**config.mk**
```make
export PLATFORM = sky130hd
export DESIGN_NAME = pc_gen_way1
export DESIGN_NICKNAME = d
export VERILOG_FILES = /design/src/rtl/pc_gen_way1.sv
export SDC_FILE = /design/constraint.sdc
export NUM_CORES = 1
export LEC_CHECK = 0
export CAP_MARGIN = 0
export CORE_MARGIN = 2
export CORE_UTILIZATION = 49
export DETAILED_ROUTE_END_ITERATION = 8
export PLACE_DENSITY = 0.85
export SYNTH_ARGS = -nofsm -noshare
export SYNTH_HDL_FRONTEND = slang
export SYNTH_SLANG_ARGS = --single-unit
```
**constraint.sdc**
```tcl
create_clock -name clk -period 3.75 [get_ports clk]
set_clock_uncertainty 0.15 [all_clocks]
set_input_delay 0.5625 -clock clk [delete_from_list [all_inputs] [get_ports clk]]
set_output_delay 0.5625 -clock clk [all_outputs]
set_load 0.02 [all_outputs]
```
**src/rtl/pc_gen_way1.sv**
```systemverilog
// pc_gen_way1: way-1 program counter and fetch-request generator.
// Issues one fetch at a time and marks wrong-path responses after a redirect.
//
// Ports:
//   clk, reset     clock, synchronous active-high reset
//   stall_i        backend stall, holds pc and blocks new requests
//   jumpFlag_i     one-cycle redirect request
//   jumpAddr_i     redirect target (low two bits are dropped)
//   dataOk_i       memory response for the outstanding request
//   valid_o        fetch request to the fetch unit
//   instAddr_o     fetch address (current pc)
//   discard_o      this cycle's dataOk_i belongs to a flushed request
//   misalign_o     one-cycle pulse after a jump target with [1:0] != 0
//   fetchCnt_o     accepted responses, saturating   (FETCH_PERF_EN only)
//   flushCnt_o     discarded responses, saturating  (FETCH_PERF_EN only)
//
// Optional feature macro: FETCH_PERF_EN adds the two performance counters.

module pc_gen_way1 #(
    parameter logic [31:0] RESET_PC   = 32'h8000_0000,
    parameter int unsigned INST_BYTES = 4
) (
    input  logic        clk,
    input  logic        reset,
    input  logic        stall_i,
    input  logic        jumpFlag_i,
    input  logic [31:0] jumpAddr_i,
    input  logic        dataOk_i,
    output logic        valid_o,
    output logic [31:0] instAddr_o,
    output logic        discard_o,
    output logic        misalign_o
`ifdef FETCH_PERF_EN
    ,
    output logic [31:0] fetchCnt_o,
    output logic [15:0] flushCnt_o
`endif
);

    localparam logic [31:0] PC_INC = 32'(INST_BYTES);

    typedef enum logic [1:0] {
        BOOT    = 2'd0,
        REQ     = 2'd1,
        HOLD    = 2'd2,
        DISCARD = 2'd3
    } state_t;

    state_t      state_q;
    state_t      state_d;
    logic [31:0] pc_q;
    logic [31:0] pc_d;
    logic [31:0] target;
    logic [31:0] pc_inc;
    logic        jump_taken;

    assign target = {jumpAddr_i[31:2], 2'b00};
    assign pc_inc = pc_q + PC_INC;

    // A jump is honoured in every state except BOOT, where no pc
    // has been issued yet and the reset address always goes first.
    assign jump_taken = jumpFlag_i && (state_q != BOOT);

    // State register: fsm state, pc and the misalign pulse.
    always_ff @(posedge clk) begin
        if (reset) begin
            state_q    <= BOOT;
            pc_q       <= RESET_PC;
            misalign_o <= 1'b0;
        end else begin
            state_q    <= state_d;
            pc_q       <= pc_d;
            misalign_o <= jump_taken && (jumpAddr_i[1:0] != 2'b00);
        end
    end

    // Next-state and next-pc logic.
    always_comb begin
        state_d = state_q;
        pc_d    = pc_q;
        unique case (state_q)
            BOOT: begin
                state_d = REQ;
            end
            REQ: begin
                // Jump has priority over stall. A jump that arrives
                // together with the response flushes it in place; a
                // jump without it leaves a stale response in flight.
                if (dataOk_i && jumpFlag_i) begin
                    pc_d = target;
                end else if (dataOk_i && stall_i) begin
                    pc_d    = pc_inc;
                    state_d = HOLD;
                end else if (dataOk_i) begin
                    pc_d = pc_inc;
                end else if (jumpFlag_i) begin
                    pc_d    = target;
                    state_d = DISCARD;
                end
            end
            HOLD: begin
                // Nothing is outstanding here, so dataOk_i is ignored.
                if (jumpFlag_i) begin
                    pc_d = target;
                end
                if (!stall_i) begin
                    state_d = REQ;
                end
            end
            DISCARD: begin
                // Latest redirect wins, even on the flush cycle.
                if (jumpFlag_i) begin
                    pc_d = target;
                end
                if (dataOk_i) begin
                    state_d = stall_i ? HOLD : REQ;
                end
            end
            default: begin
                state_d = BOOT;
            end
        endcase
    end

    // Output logic.
    always_comb begin
        valid_o    = (state_q == REQ);
        instAddr_o = pc_q;
        discard_o  = 1'b0;
        unique case (state_q)
            REQ:     discard_o = dataOk_i && jumpFlag_i;
            DISCARD: discard_o = dataOk_i;
            default: discard_o = 1'b0;
        endcase
    end

`ifdef FETCH_PERF_EN
    logic resp_live;
    logic fetch_hit;
    logic flush_hit;

    // Only responses to a real outstanding request are counted.
    assign resp_live = dataOk_i
                    && ((state_q == REQ) || (state_q == DISCARD));
    assign fetch_hit = resp_live && !discard_o;
    assign flush_hit = resp_live && discard_o;

    always_ff @(posedge clk) begin
        if (reset) begin
            fetchCnt_o <= '0;
            flushCnt_o <= '0;
        end else begin
            if (fetch_hit && (fetchCnt_o != '1)) begin
                fetchCnt_o <= fetchCnt_o + 32'd1;
            end
            if (flush_hit && (flushCnt_o != '1)) begin
                flushCnt_o <= flushCnt_o + 16'd1;
            end
        end
    end
`endif

endmodule

```
# Word-level counts from Yosys, hierarchy flattened
# Index checks and enable logic that the tools add are counted.
dict set report word_totals {
  in_bits 37
  ram_bits 0
  ff_bits 35
  n_memories 0
  elab_cells 36
  rom_bits 0
  latchBits 0
  out_inout_bits 35
}
dict set report classes {
  n_lt_le_gt_ge 0
  add_sub_neg 1
  n_reduce_logical 10
  eq_ne 8
  mul 0
  n_mux 14
  div_mod_pow 0
  n_bitwise 0
  n_shift 0
}
# cell n
set ops {}
lappend ops {{$mux W32} 4}
lappend ops {{$pmux W32 S2} 1}
lappend ops {{$add A32 B3 Y32 const B} 1}
lappend ops {{$mux W2} 7}
lappend ops {{$pmux W2 S4} 1}
lappend ops {{$ne A2 B2 Y1 const B} 3}
lappend ops {{$ne A3 B2 Y1 const B} 2}
lappend ops {{$reduce_bool A2 Y1} 3}
lappend ops {{$reduce_and A5 Y1} 1}
lappend ops {{$eq A2 B2 Y1 const B} 2}
lappend ops {{$logic_and A1 B1 Y1} 4}
lappend ops {{$eq A2 B1 Y1 const B} 1}
lappend ops {{$logic_not A2 Y1} 1}
lappend ops {{$pmux W1 S2} 1}
lappend ops {{$reduce_or A2 Y1} 1}

# Longest topological paths before layout
# Gate-level depths: netlist of the first run.
dict set report depth {
  word_depth 5
  ltp_mapped 8
  depth_no_buf 6
}

# Least setup slack after synthesis of the first run
# No wires, ideal clock.
dict set report synth_path {
  path_type {register -> register}
  start {register pc_q[3] (netlist: instAddr_o[3])}
  end {register pc_q[26] (netlist: instAddr_o[26])}
  path_stages_with_launch 9
  n_path_buf 2
  slack_ps 1362
  setup_time_ps 130
  required_time_ps 3470
  synth_period_minus_slack_ps 2388
  arrival_time_ps 2107
  cell_sequence {dfxtp_1 ha_1 clkbuf_1 nand4_1 or4_1 clkbuf_1 nor3_1 mux2i_1 o22ai_1}
}
dict set report synth_between {
  elab_chain_cells 5
}
# item line_no
set synth_rtl {}
lappend synth_rtl {{start, declared} 51} ;# logic [31:0] pc_q;
lappend synth_rtl {{start signal, assigned} 72} ;# pc_q <= pc_d;
lappend synth_rtl {{$add A32 B3 Y32 (*)} 58} ;# assign pc_inc = pc_q + PC_INC;
lappend synth_rtl {{$mux W32} 94} ;# end else if (dataOk_i) begin
lappend synth_rtl {{$mux W32 (*)} 91} ;# end else if (dataOk_i && stall_i) begin
lappend synth_rtl {{$mux W32 (*)} 89} ;# if (dataOk_i && jumpFlag_i) begin
lappend synth_rtl {{$pmux W32 S2 (*)} 81} ;# unique case (state_q)
# Every way passes the cells marked *; elsewhere a longest branch is shown, timed or not.
# A chain may end at the register's enable or synchronous reset.

# Worst setup path in the final report of the first run
dict set report layout_path {
  start {input port dataOk_i}
  end {output port discard_o}
}
dict set report layout_between {
  elab_chain_cells 2
}
# item line_no
set layout_rtl {}
lappend layout_rtl {{start, declared} 28} ;# input logic dataOk_i,
lappend layout_rtl {{$logic_and A1 B1 Y1} 131} ;# REQ: discard_o = dataOk_i && jumpFlag_i;
lappend layout_rtl {{$pmux W1 S2 (*)} 130} ;# unique case (state_q)
lappend layout_rtl {{end, declared} 31} ;# output logic discard_o,
# Marked as above.

==> results of run 1 <==
-- routing by layer --
metal | vias up | global-route usage | share of wire
li1 | 1446 | - | -
met1 | 1408 | 0.376 | 0.40
met2 | 221 | 0.496 | 0.47
met3 | 25 | 0.0509 | 0.11
met4 | 0 | 0.0873 | 0.021
met5 | - | 0 | 0
-- logic make-up (layout without fill, tap and decap cells) --
group                    count (synthesis)  in the layout  share of synthesized area
AO/OA/AOI/OAI                          120            120                      0.298
XOR/XNOR                                 6              6                     0.0203
adder cells (fa/ha/maj)                  1              1                    0.00484
buffers and inverters                   39             97                     0.0615
flip-flops                              35             35                      0.271
multiplexers                            11             11                     0.0431
AND/OR/NAND/NOR                        144            144                      0.302
-- worst register-to-register path: stages, from the launching register on --
cell and delay, ps:
dfxtp_1 560, ha_1 440, nand4_1 140, or4_1 650, nor3_1 230, mux2i_1 220, o22ai_1 100
-- area by class of cell --
class / count / area, um2 / share of cell area
timing repair buffer: 80 / 778 / 0.226
multi-input combinational: 282 / 1730 / 0.501
inverter: 9 / 33.8 / 0.00981
tap: 70 / 87.6 / 0.0254
sequential: 35 / 701 / 0.203
clock inverter: 2 / 35.0 / 0.0102
clock buffer: 6 / 82.6 / 0.0240
-- worst paths after layout --
path	from	to	slack [ps]	cells past startpoint
worst min-delay path	instAddr_o[1]	instAddr_o[1]	340	1
worst min register to register	instAddr_o[1]	instAddr_o[1]	340	1
worst max register to register	instAddr_o[2]	instAddr_o[26]	1140	6
worst max-delay path	dataOk_i	discard_o	700	4
-- through the flow --
| stage | utilization | power (mW) |
|---|---|---|
| floorplan | - | 0.620 |
| global placement | 0.651 | 0.756 |
| detailed placement | 0.651 | 0.764 |
| CTS | 0.674 | 1.13 |
| global route | 0.674 | 1.17 |
| finish | 0.674 | 1.13 |
-- flip-flops by register name, indices dropped and copies added (netlist names) --
name,flops
instAddr_o,32
misalign_o,1
state_q,2
-- cell usage after synthesis (all sizes together), types with 6 or more instances --
| cell type | instances |
|---|---|
| dfxtp | 35 |
| nor2 | 35 |
| a21oi | 32 |
| o21ai | 32 |
| nand2 | 29 |
| clkbuf | 23 |
| nand4 | 15 |
| a22oi | 14 |
| nor3 | 13 |
| nand3 | 11 |
| mux2i | 10 |
| o22ai | 9 |
| inv | 8 |
| nand2b | 8 |
| buf | 7 |
| nor4 | 6 |
-- power groups by stage --
stage	Clock, mW	Sequential, mW	Combinational, mW
2_1_floorplan	0	0.468	0.151
3_3_place_gp	0	0.458	0.298
3_5_place_dp	0	0.460	0.304
4_1_cts	0.368	0.451	0.307
5_1_grt	0.382	0.458	0.332
6_report	0.369	0.454	0.310
==> metrics, run 1 <==
combinational power share=0.274; WP buf/inv=2; Initial Utilization=0.506; Final #Nets=451; # clock sinks=35; Setup Crit Path Kind=in -> out; Die Y-Extent=76.6 um; YS warnings=0; num ports=72; Crit-path slowest cell=clkdlybuf4s50_1; die footprint=0.00587 mm2; largest net degree at the start of global routing=44; commonest non-fill, non-tap cells in the layout=clkdlybuf4s50_1 (71), nor2_1 (35), dfxtp_1 (35); CTS Buffer Depth=2; design area=0.00344 mm2; Clk Latency, worst-skew pair=300 ps; Die X=76.6 um; total global routing overflow=0; startpoint types=primary input; Site Rows=26; Root Driver=clkbuf_8; Psw=371 uW; Flop pwr share=0.401; CP top delay family=buffers and inverters; Post-CTS Setup Bufs=0; Final setup viols=0; final hold vios=0; antenna violations before repair=0; Pint=761 uW; Critical Path End Type=output pin; Netlist cell types=60; Post-synth EDFFs=0; first-pass GRT wire length=14000 um; drc violations=0; Avg Inst Size Synth=7.26 um2; PwrDens=329 mW/mm2; critical path data arrival time=2340 ps; drt pass-1 iters=5; setup TNS=0 ps; fraction of registers with async set/reset=0; synthesized area=0.00258 mm2; #FFs+latches synth=35; Place WS=585 ps; status=finished, final reports clean; WL final=8680 um; Crit path required time=3040 ps; unrepaired setup endpoints after global routing=no; area leader, netlist=dfxtp_1; dpl hpwl=6010 um; sequential share of the synthesized area=0.271; Fillers=463; syn nets=394; Clock power frac=0.326; Final Slew Violations=0; Worst-path clk slew=70 ps; vias in the first global route=2890; CTS Hold Bufs=0; Slew @ Worst Pin=759 ps; Syn Inst Count=356; H-tree depth=2; initial DRC count=318; DR vias=3100; cts bufs inserted=5; remaining antenna violation count=0; All-Layer GR Usage=0.291; ANT cells=0; Hold WC Path Type=reg -> reg; Worst VDD drop=0.218 mV; Cell Count, Final, Fillers Out=484; fmax=328 MHz; core area=0.00511 mm2; Worst Setup Slack, final=702 ps; I/O Buffers=71; synth-to-layout area growth=33.2%; gpl congestion=0.998; Worst slew margin=0.492; DP Area=0.00333 mm2; Crit path largest cell delay=890 ps; critical path, cell by cell=clkdlybuf4s50_1 > nand2_1 > nor2_1 > clkdlybuf4s50_1; Min Hold Slack=337 ps; post_cts resized=0; leak pwr=1.18 nW; min cycle time layout=3050 ps; routed wire length per instance=17.9 um; final critical-path share of the clock period=0.813; Synth top area share=0.271; CTS tree=done; Top FF cell, synth=dfxtp_1; Max Cap Viol=0; share of post-route cells with drive strength above 1=0.0676; Inst Count DP=476; commonest non-fill, non-tap cell in the layout=clkdlybuf4s50_1; Switching Share=0.328; Worst path most repeated cell=clkdlybuf4s50_1; drt via density=6.40; Area contributors post-synth=dfxtp_1 (27%), a21oi_1 (6.2%), o21ai_0 (5.8%); worst-path fanout max=15
Note: power is estimated with default switching activity, not from simulation.
==> run 2: changes to the inputs <==
clock period = 3.1 ns   (was 3.75 ns; I/O delays follow)
==> run 2 against run 1 <==
Net effect: critical path type unchanged; first-iteration DRC count rose by 27%; routed wire length rose by 3.2%; sequential share of layout area fell by 0.16 points; critical path depth did not move; flip-flop and latch count did not move; count of clock-buffer cells in the layout rose by 2; final area rose by 0.80%; largest power group unchanged; largest cell class unchanged; highest routed layer unchanged.
==> metrics, run 2 (same netlist as run 1, synthesis figures left out) <==
Slew @ Worst Pin=1060 ps; vias in the first global route=2971; worst-path fanout max=6; Worst slew margin=0.294; Initial Utilization=0.506; fmax=395 MHz; FF/Latch Area=701 um2; core area=0.00511 mm2; Worst-path clk slew=70 ps; CTS tree=done; Final #Nets=457; Post-CTS Setup Bufs=0; RR Startpoint=instAddr_o[6]; dpl hpwl=6530 um; gpl congestion=0.965; largest net degree at the start of global routing=34; final critical-path share of the clock period=0.818; post_cts resized=0; setup TNS=0 ps; commonest non-fill, non-tap cell in the layout=clkdlybuf4s50_1; multi-input logic area=0.00173 mm2; Die X=76.6 um; Die Y-Extent=76.6 um; busiest grt layer=met2; R2R Setup Slk=670 ps; CTS Hold Bufs=0; Setup Crit Path Kind=in -> out; unrepaired setup endpoints after global routing=no; DR vias=3198; Worst Setup Slack, final=565 ps; Reg2Reg Depth=5; final core utilization=0.680; reg2reg end=instAddr_o[28]; WL final=8960 um; startpoint types=primary input; drt via density=6.53; met1 Track Usage GR=0.394; num ports=72; total global routing overflow=0; first-pass GRT wire length=14600 um; drc violations=0; # clock sinks=35; antenna violations before repair=0; ANT cells=0; share of post-route cells with drive strength above 1=0.0786; Site Rows=26; All-Layer GR Usage=0.304; Crit path required time=2480 ps; Power Total=1.31 mW; Max Cap Viol=0; H-tree depth=2; Worst VDD drop=0.214 mV; Clk Latency, worst-skew pair=290 ps; Cell Count, Final, Fillers Out=490; synth-to-layout area growth=34.3%; final hold vios=0; Inst Count DP=482; Min Hold Slack=351 ps; CP endpoint=discard_o; drt pass-1 iters=5; CTS Buffer Depth=2; critical path data arrival time=1920 ps; max FFs per register=32; PwrDens=377 mW/mm2; Hold WC Path Type=reg -> reg; initial DRC count=403; design area=0.00347 mm2; Critical Path End Type=output pin; Final setup viols=0; critical path startpoint=jumpFlag_i; Root Driver=clkbuf_8; remaining antenna violation count=0; leak pwr=1.20 nW; cts bufs inserted=5; Fillers=467; Final Slew Violations=0; I/O Buffers=71; die footprint=0.00587 mm2; commonest non-fill, non-tap cells in the layout=clkdlybuf4s50_1 (71), nor2_1 (35), dfxtp_1 (35); routed wire length per instance=18.3 um; DP Area=0.00337 mm2; met3 GRT Util=0.0545; GR met2 Demand/Resource=0.504; min cycle time layout=2530 ps; Place WS=468 ps; status=finished, final reports clean
==> run 2: cell type report <==
class                           count  area share
Multi-Input combinational cell    282       0.497
Sequential cell                    35       0.202
Inverter                            9     0.00973
Clock buffer                        8      0.0288
Tap cell                           70      0.0252
Timing Repair Buffer               86       0.237
==> run 2: report_power, final <==
part           total, mW  switching (mW)  internal, mW
Clock              0.375           0.172         0.203
Sequential         0.551          0.0681         0.483
Combinational      0.383           0.201         0.182
==> run 2: worst min path at each step <==
stage	to	cells past startpoint	startpoint	slack, ps
final	instAddr_o[0]	1	instAddr_o[0]	350
after global routing	instAddr_o[1]	1	instAddr_o[1]	370
after CTS	instAddr_o[0]	1	instAddr_o[0]	350
after detailed placement	instAddr_o[0]	1	instAddr_o[0]	340
after global placement	instAddr_o[1]	1	instAddr_o[1]	340
after floorplan	instAddr_o[0]	1	instAddr_o[0]	410
==> run 2: layer usage <==
metal	part of all wire	vias to the layer above	routed length, um
met3	0.092	30	827
met1	0.41	1499	3680
met2	0.46	211	4150
li1	-	1458	-
met4	0.033	0	297
met5	0	-	0
==> run 2: worst max-delay path, stage by stage <==
cell and delay, ps:
clkdlybuf4s50_1 560, nor2_1 130, nor2_1 150, clkdlybuf4s50_1 610
